$ cat src/rtl/cpu_bus_sequencer.sv
// ---------------------------------------------------------------------------
// cpu_bus_sequencer
//
// Generates the two CPU phase enables from a free-running clk divider and
// sequences one bus cycle per address strobe: address phase, wait for the
// external acknowledge (with a bus-error timeout), data phase and bus-error
// termination. Everything runs on clk; the phase enables gate when the FSM
// is allowed to move.
//
// Parameters
//   DIV       clk cycles per CPU half-period (>= 1)
//   OE_DELAY  phi1 strobes from ADDR entry until write-OE and WAIT (>= 0)
//   TIMEOUT   phi2 strobes spent in WAIT before a bus error (>= 1)
//
// Ports
//   clk          sole clock, rising edge
//   reset_n      asynchronous active-low reset
//   hold_n       active-low DMA hold; freezes the phase counter and strobes
//   as_n, rw_n   core address strobe / read-write (write when low)
//   dtack_n      external data acknowledge, active low
//   phi1_ce      one-clk enable at phase count 0
//   phi2_ce      one-clk enable at phase count DIV
//   cpu_dtack_n  acknowledge to the core, low while in DATA
//   berr_n       bus error to the core, low while in TERM
//   oe           write data bus drive enable
//   cycle_state  IDLE=0, ADDR=1, WAIT=2, DATA=3, TERM=4
// ---------------------------------------------------------------------------
module cpu_bus_sequencer #(
    parameter int DIV      = 2,
    parameter int OE_DELAY = 1,
    parameter int TIMEOUT  = 64
) (
    input  logic       clk,
    input  logic       reset_n,
    input  logic       hold_n,
    input  logic       as_n,
    input  logic       rw_n,
    input  logic       dtack_n,
    output logic       phi1_ce,
    output logic       phi2_ce,
    output logic       cpu_dtack_n,
    output logic       berr_n,
    output logic       oe,
    output logic [2:0] cycle_state
);

    localparam int PH_W = (2 * DIV > 2) ? $clog2(2 * DIV) : 1;
    localparam int TO_W = $clog2(TIMEOUT + 1);
    // Keep the OE-delay counter at least one bit wide even for OE_DELAY=0.
    localparam int OD_W = (OE_DELAY < 1) ? 1 : $clog2(OE_DELAY + 1);

    localparam logic [PH_W-1:0] PH_LAST = PH_W'(2 * DIV - 1);
    localparam logic [PH_W-1:0] PH_HALF = PH_W'(DIV);
    localparam logic [TO_W-1:0] TO_MAX  = TO_W'(TIMEOUT);
    localparam logic [OD_W-1:0] OD_MAX  = OD_W'(OE_DELAY);

    localparam logic [2:0] S_IDLE = 3'd0;
    localparam logic [2:0] S_ADDR = 3'd1;
    localparam logic [2:0] S_WAIT = 3'd2;
    localparam logic [2:0] S_DATA = 3'd3;
    localparam logic [2:0] S_TERM = 3'd4;

    logic [PH_W-1:0] r_ph;
    logic [2:0]      r_state;
    logic            r_oe;
    logic [TO_W-1:0] r_to_cnt;
    logic [OD_W-1:0] r_od_cnt;

    logic            w_phi1;
    logic            w_phi2;
    logic            w_abort;
    logic [TO_W-1:0] w_to_inc;
    logic [OD_W-1:0] w_od_next;
    logic            w_od_done;

    // Strobes are gated by reset_n because the counter sits at 0 in reset,
    // which would otherwise present phi1_ce while reset is held.
    assign w_phi1 = reset_n & hold_n & (r_ph == '0);
    assign w_phi2 = reset_n & hold_n & (r_ph == PH_HALF);

    // An address strobe released on a phi1 edge ends whatever cycle is open.
    assign w_abort = w_phi1 & as_n;

    // Both counters saturate so a long stall can never wrap them.
    assign w_to_inc  = (r_to_cnt == TO_MAX) ? r_to_cnt : r_to_cnt + TO_W'(1);
    assign w_od_next = (w_phi1 && (r_od_cnt != OD_MAX)) ? r_od_cnt + OD_W'(1)
                                                        : r_od_cnt;
    assign w_od_done = (w_od_next >= OD_MAX);

    always_ff @(posedge clk or negedge reset_n) begin
        if (!reset_n) begin
            r_ph <= '0;
        end else if (hold_n) begin
            r_ph <= (r_ph == PH_LAST) ? '0 : r_ph + PH_W'(1);
        end
    end

    always_ff @(posedge clk or negedge reset_n) begin
        if (!reset_n) begin
            r_state  <= S_IDLE;
            r_oe     <= 1'b0;
            r_to_cnt <= '0;
            r_od_cnt <= '0;
        end else if (w_phi1 || w_phi2) begin
            case (r_state)
                S_IDLE: begin
                    if (w_phi1 && !as_n) begin
                        r_state  <= S_ADDR;
                        r_to_cnt <= '0;
                        r_od_cnt <= '0;
                    end
                end
                S_ADDR: begin
                    if (w_abort) begin
                        r_state  <= S_IDLE;
                        r_oe     <= 1'b0;
                        r_to_cnt <= '0;
                        r_od_cnt <= '0;
                    end else begin
                        r_od_cnt <= w_od_next;
                        if (w_od_done) begin
                            r_oe    <= ~rw_n;
                            r_state <= S_WAIT;
                        end
                    end
                end
                S_WAIT: begin
                    if (w_abort) begin
                        r_state  <= S_IDLE;
                        r_oe     <= 1'b0;
                        r_to_cnt <= '0;
                        r_od_cnt <= '0;
                    end else if (w_phi2) begin
                        // Acknowledge wins over a timeout on the same strobe.
                        if (!dtack_n) begin
                            r_state <= S_DATA;
                        end else begin
                            r_to_cnt <= w_to_inc;
                            if (w_to_inc == TO_MAX) begin
                                r_state <= S_TERM;
                                r_oe    <= 1'b0;
                            end
                        end
                    end
                end
                S_DATA, S_TERM: begin
                    if (w_abort) begin
                        r_state <= S_IDLE;
                        r_oe    <= 1'b0;
                    end
                end
                default: begin
                    r_state <= S_IDLE;
                    r_oe    <= 1'b0;
                end
            endcase
        end
    end

    assign phi1_ce     = w_phi1;
    assign phi2_ce     = w_phi2;
    assign cpu_dtack_n = (r_state != S_DATA);
    assign berr_n      = (r_state != S_TERM);
    // DMA owns the bus during hold; the registered enable returns afterwards.
    assign oe          = r_oe & hold_n;
    assign cycle_state = r_state;

endmodule

$ cat config.mk
export PLATFORM = sky130hd
export DESIGN_NAME = cpu_bus_sequencer
export DESIGN_NICKNAME = d
export VERILOG_FILES = /design/src/rtl/cpu_bus_sequencer.sv
export SDC_FILE = /design/constraint.sdc
export NUM_CORES = 1
export LEC_CHECK = 0
export CAP_MARGIN = 20
export CELL_PAD_IN_SITES_DETAIL_PLACEMENT = 0
export CELL_PAD_IN_SITES_GLOBAL_PLACEMENT = 1
export CORE_ASPECT_RATIO = 0.7
export CORE_MARGIN = 2
export CORE_UTILIZATION = 38
export DETAILED_ROUTE_END_ITERATION = 12
export HOLD_SLACK_MARGIN = 0.02
export PLACE_DENSITY = 0.87
export SLEW_MARGIN = 20
export SYNTH_ARGS = -nofsm -noshare
export SYNTH_HDL_FRONTEND = slang
export SYNTH_SLANG_ARGS = --single-unit
export TNS_END_PERCENT = 50
$ cat constraint.sdc
create_clock -name clk -period 2.2 [get_ports clk]
set_clock_uncertainty 0.1 [all_clocks]
set_input_delay 0.33 -clock clk [delete_from_list [all_inputs] [get_ports clk]]
set_output_delay 0.33 -clock clk [all_outputs]
set_load 0.01 [all_outputs]
==> flow_summary_export.csv <==
group,metric,value,unit
logic_synthesis,avgSynthCellArea,9.01,um^2
cells_and_area,antenna_cells,0,
grt,grt_pass1_vias,1069,
logic_synthesis,synth-edff-count,0,
logic_synthesis,ys_seq_area_frac,0.292,
cts,cts_tree,"done",
timing,setup_viol,0,
floorplanning,rows,17,
grt,grt_max_degree,14,
floorplanning,design.die.area,3630,um^2
cts,clock_path_buffers,2,
timing,hold_violations,0,
cells_and_area,fin_nets,173,
timing,fin_ws,80.8,ps
grt,grt_overflow,0,
status,status,"complete, no violations",
power_and_ir_drop,clkPwrFrac,0.178,
power_and_ir_drop,p_comb_frac,0.523,
power_and_ir_drop,power_leakage,0.675,nW
logic_synthesis,yosys_warnings,0,
logic_synthesis,ys_ff_latch,14,
drt,drt.antenna.violating_nets,0,
critical_path,timing_worst_setup_path_type,"reg2reg",
critical_path,crit_fanout,8,
cells_and_area,final_util,0.496,
cells_and_area,area_delta_synth_final,27.7,%
cts,clk_pin_slew,60,ps
logic_synthesis,synth.top_cell.area_share,0.292,
power_and_ir_drop,peakVddDrop,0.381,mV
timing,timing.slew.headroom,0.755,
drt,wl_per_cell,14.6,um
timing,fin_crit_sh,0.963,
timing,fin_hold_ws,203,ps
placed_design,pre_cts_ws,-127,ps
timing,fmax,472,MHz
job,drv_cap,0,
logic_synthesis,async_flop_share,1.00,
worst_hold_path,min_path_type,"in2async",
drt,firstDrtPassIters,4,
logic_synthesis,ys.flop_type,"dfrtp_1",
cells_and_area,fin_area,1530,um^2
floorplanning,dieWidth,71.1,um
grt,grt_pass1_wl,4.86,mm
timing,worstMarginPinSlew,368,ps
critical_path,critPathLaunchType,"flip-flop",
cts,worstSkewPairLatency,250,ps
placed_design,portBuffers,13,
power_and_ir_drop,p_sw,0.580,mW
floorplanning,initial_utilization,0.389,
drt,viasPerCell,5.59,
grt,grtUsageTotal,0.172,
cts,h-tree-depth,1,
drt,wl,2.91,mm
placed_design,gp_congestion,0.890,
floorplanning,die_y,51.0,um
cts,cts_buffers,3,
logic_synthesis,synth.cell_area,1200,um^2
floorplanning,design.portCount,14,
critical_path,arrival,2150,ps
logic_synthesis,synth_cell_types,50,
drt,vias,1113,
timing,period_needed,2120,ps
cts,cts.sinks,14,
logic_synthesis,yosys.area.top_type,"dfrtp_1",
cells_and_area,layout-drive-gt1-share,0.267,
power_and_ir_drop,p_int,0.852,mW
cts,post-cts-setup-buffer-count,0,
critical_path,required,2230,ps
cts,cts-root-buf,"clkbuf_8",
logic_synthesis,synth_fp_nets,144,
power_and_ir_drop,cellPowerDensity,936,nW/um^2
timing,slew_viol_final,0,
power_and_ir_drop,p_seq_frac,0.299,
placed_design,post_dp_cell_area,1470,um^2
power_and_ir_drop,p_sw_frac,0.405,
logic_synthesis,netlist_instances,133,
drt,drtIter0Drc,68,
critical_path,reg2reg_slack,80,ps
floorplanning,core-area,3080,um^2
placed_design,place_hpwl,2.26,mm
logic_synthesis,ys_top_cells_by_area,"dfrtp_1, o21ai_0, ha_1",
grt,antenna_found_initial,0,
drt,post-route-drc-count,0,
critical_path,endpoint_kind,"flip-flop",
timing,rsz0062_at_grt,"true",
## registers in the layout (all words and copies together), names as in the netlist
name	cells
cycle_state	3
r_oe	1
r_to_cnt	7
r_ph	2
r_od_cnt	1
## stage by stage
step	power [mW]	instances	TNS, ps
floorplan	0.884	133	0
global placement	1.14	195	-543
detailed placement	1.17	195	-923
CTS	1.43	199	0
global route	1.54	199	-11.4
finish	1.43	199	0
## routing by layer
metal  share of wire  global-route usage  wire [um]  up-vias
li1                -                   -          -      551
met1            0.51               0.236       1490      541
met2            0.44               0.274       1290       16
met3           0.025              0.0335         73        5
met4           0.016              0.0597         47        0
met5               0                   0          0        -
## cells by family (layout without fill, tap and decap cells)
logic type / Yosys count / after routing / share of synthesized area
fa+ha+maj: 5 / 5 / 0.0522
mux: 1 / 1 / 0.0125
buf+inv: 15 / 43 / 0.0605
flops: 14 / 14 / 0.292
compound gates: 39 / 39 / 0.244
simple gates: 59 / 59 / 0.338
## power groups by stage
stage / registers, mW / logic [mW] / clock network, mW
after global placement: 0.423 / 0.722 / 0
after floorplan: 0.393 / 0.491 / 0
after CTS: 0.422 / 0.747 / 0.264
after detailed placement: 0.427 / 0.742 / 0
after global routing: 0.440 / 0.825 / 0.274
final: 0.428 / 0.749 / 0.254
## cell usage after synthesis (all sizes together) (2+ instances only)
| cell type | instances |
|---|---|
| nor2b | 3 |
| a31oi | 3 |
| buf | 6 |
| nand4b | 2 |
| o21ai | 18 |
| nand4 | 4 |
| a21oi | 7 |
| nand3 | 7 |
| and4 | 2 |
| or2b | 2 |
| nand2 | 7 |
| or4 | 2 |
| nand2b | 3 |
| o31ai | 2 |
| ha | 5 |
| and3 | 4 |
| or2 | 2 |
| nor3 | 4 |
| inv | 8 |
| and2 | 3 |
| nor2 | 7 |
| dfrtp | 14 |
## what timing repair did
item / in CTS / in global routing
pin swaps: 0 / 0
gates resized for setup: 3 / 3
hold endpoints to repair: 0 / 0
cloned: 0 / 0
endpoints found under the setup margin: 2 / 4
hold buffers: 0 / 0
## cell usage in the layout (no fill, tap or decap), types with 2 or more instances in the layout
| cell | synthesis | final |
|---|---|---|
| o21ai_0 | 14 | 14 |
| o21ai_1 | 2 | 2 |
| nand3_1 | 6 | 6 |
| clkdlybuf4s50_1 | 0 | 9 |
| dfrtp_1 | 14 | 13 |
| buf_4 | 1 | 18 |
| and2_1 | 3 | 3 |
| or2b_1 | 2 | 2 |
| nand2b_1 | 3 | 3 |
| inv_1 | 8 | 8 |
| clkbuf_8 | 0 | 4 |
| nand4_1 | 3 | 3 |
| dlymetal6s2s_1 | 0 | 2 |
| dlygate4sd2_1 | 0 | 2 |
| and3_1 | 4 | 4 |
| o21ai_2 | 2 | 2 |
| a21oi_1 | 6 | 6 |
| nor2_1 | 7 | 7 |
| or4_4 | 2 | 2 |
| nand2_1 | 7 | 7 |
| o31ai_2 | 2 | 2 |
| a31oi_1 | 3 | 3 |
| ha_1 | 5 | 4 |
| nor3_1 | 4 | 4 |
| nor2b_1 | 3 | 3 |
## worst max-delay path: stages, from the launching register on
cell     delay [ps]
dfrtp_1         500
ha_1            380
nand2_1          90
or4_4           420
a32oi_2         230
a21o_1          190
a31oi_1         100
## area by class of cell
cell class	instances	area, um^2
Multi-Input combinational cell	104	778
Clock buffer	4	55.1
Tap cell	38	47.5
Timing Repair Buffer	31	268
Sequential cell	14	352
Inverter	8	30.0
Fill cell	281	1550
## final timing paths
kind,cells after the start,to,from
setup / recovery,6,r_oe$_DFFE_PN0P_,r_to_cnt[1]$_DFFE_PN0P_
hold / removal,2,r_od_cnt$_DFFE_PN0P_,reset_n
setup reg to reg,6,r_oe$_DFFE_PN0P_,r_to_cnt[1]$_DFFE_PN0P_
hold reg to reg,2,r_od_cnt$_DFFE_PN0P_,r_od_cnt$_DFFE_PN0P_
max in group asynchronous,2,r_to_cnt[0]$_DFFE_PN0P_,reset_n
min in group clk,2,r_od_cnt$_DFFE_PN0P_,r_od_cnt$_DFFE_PN0P_
No activity file was read; power rests on OpenSTA's default activity.
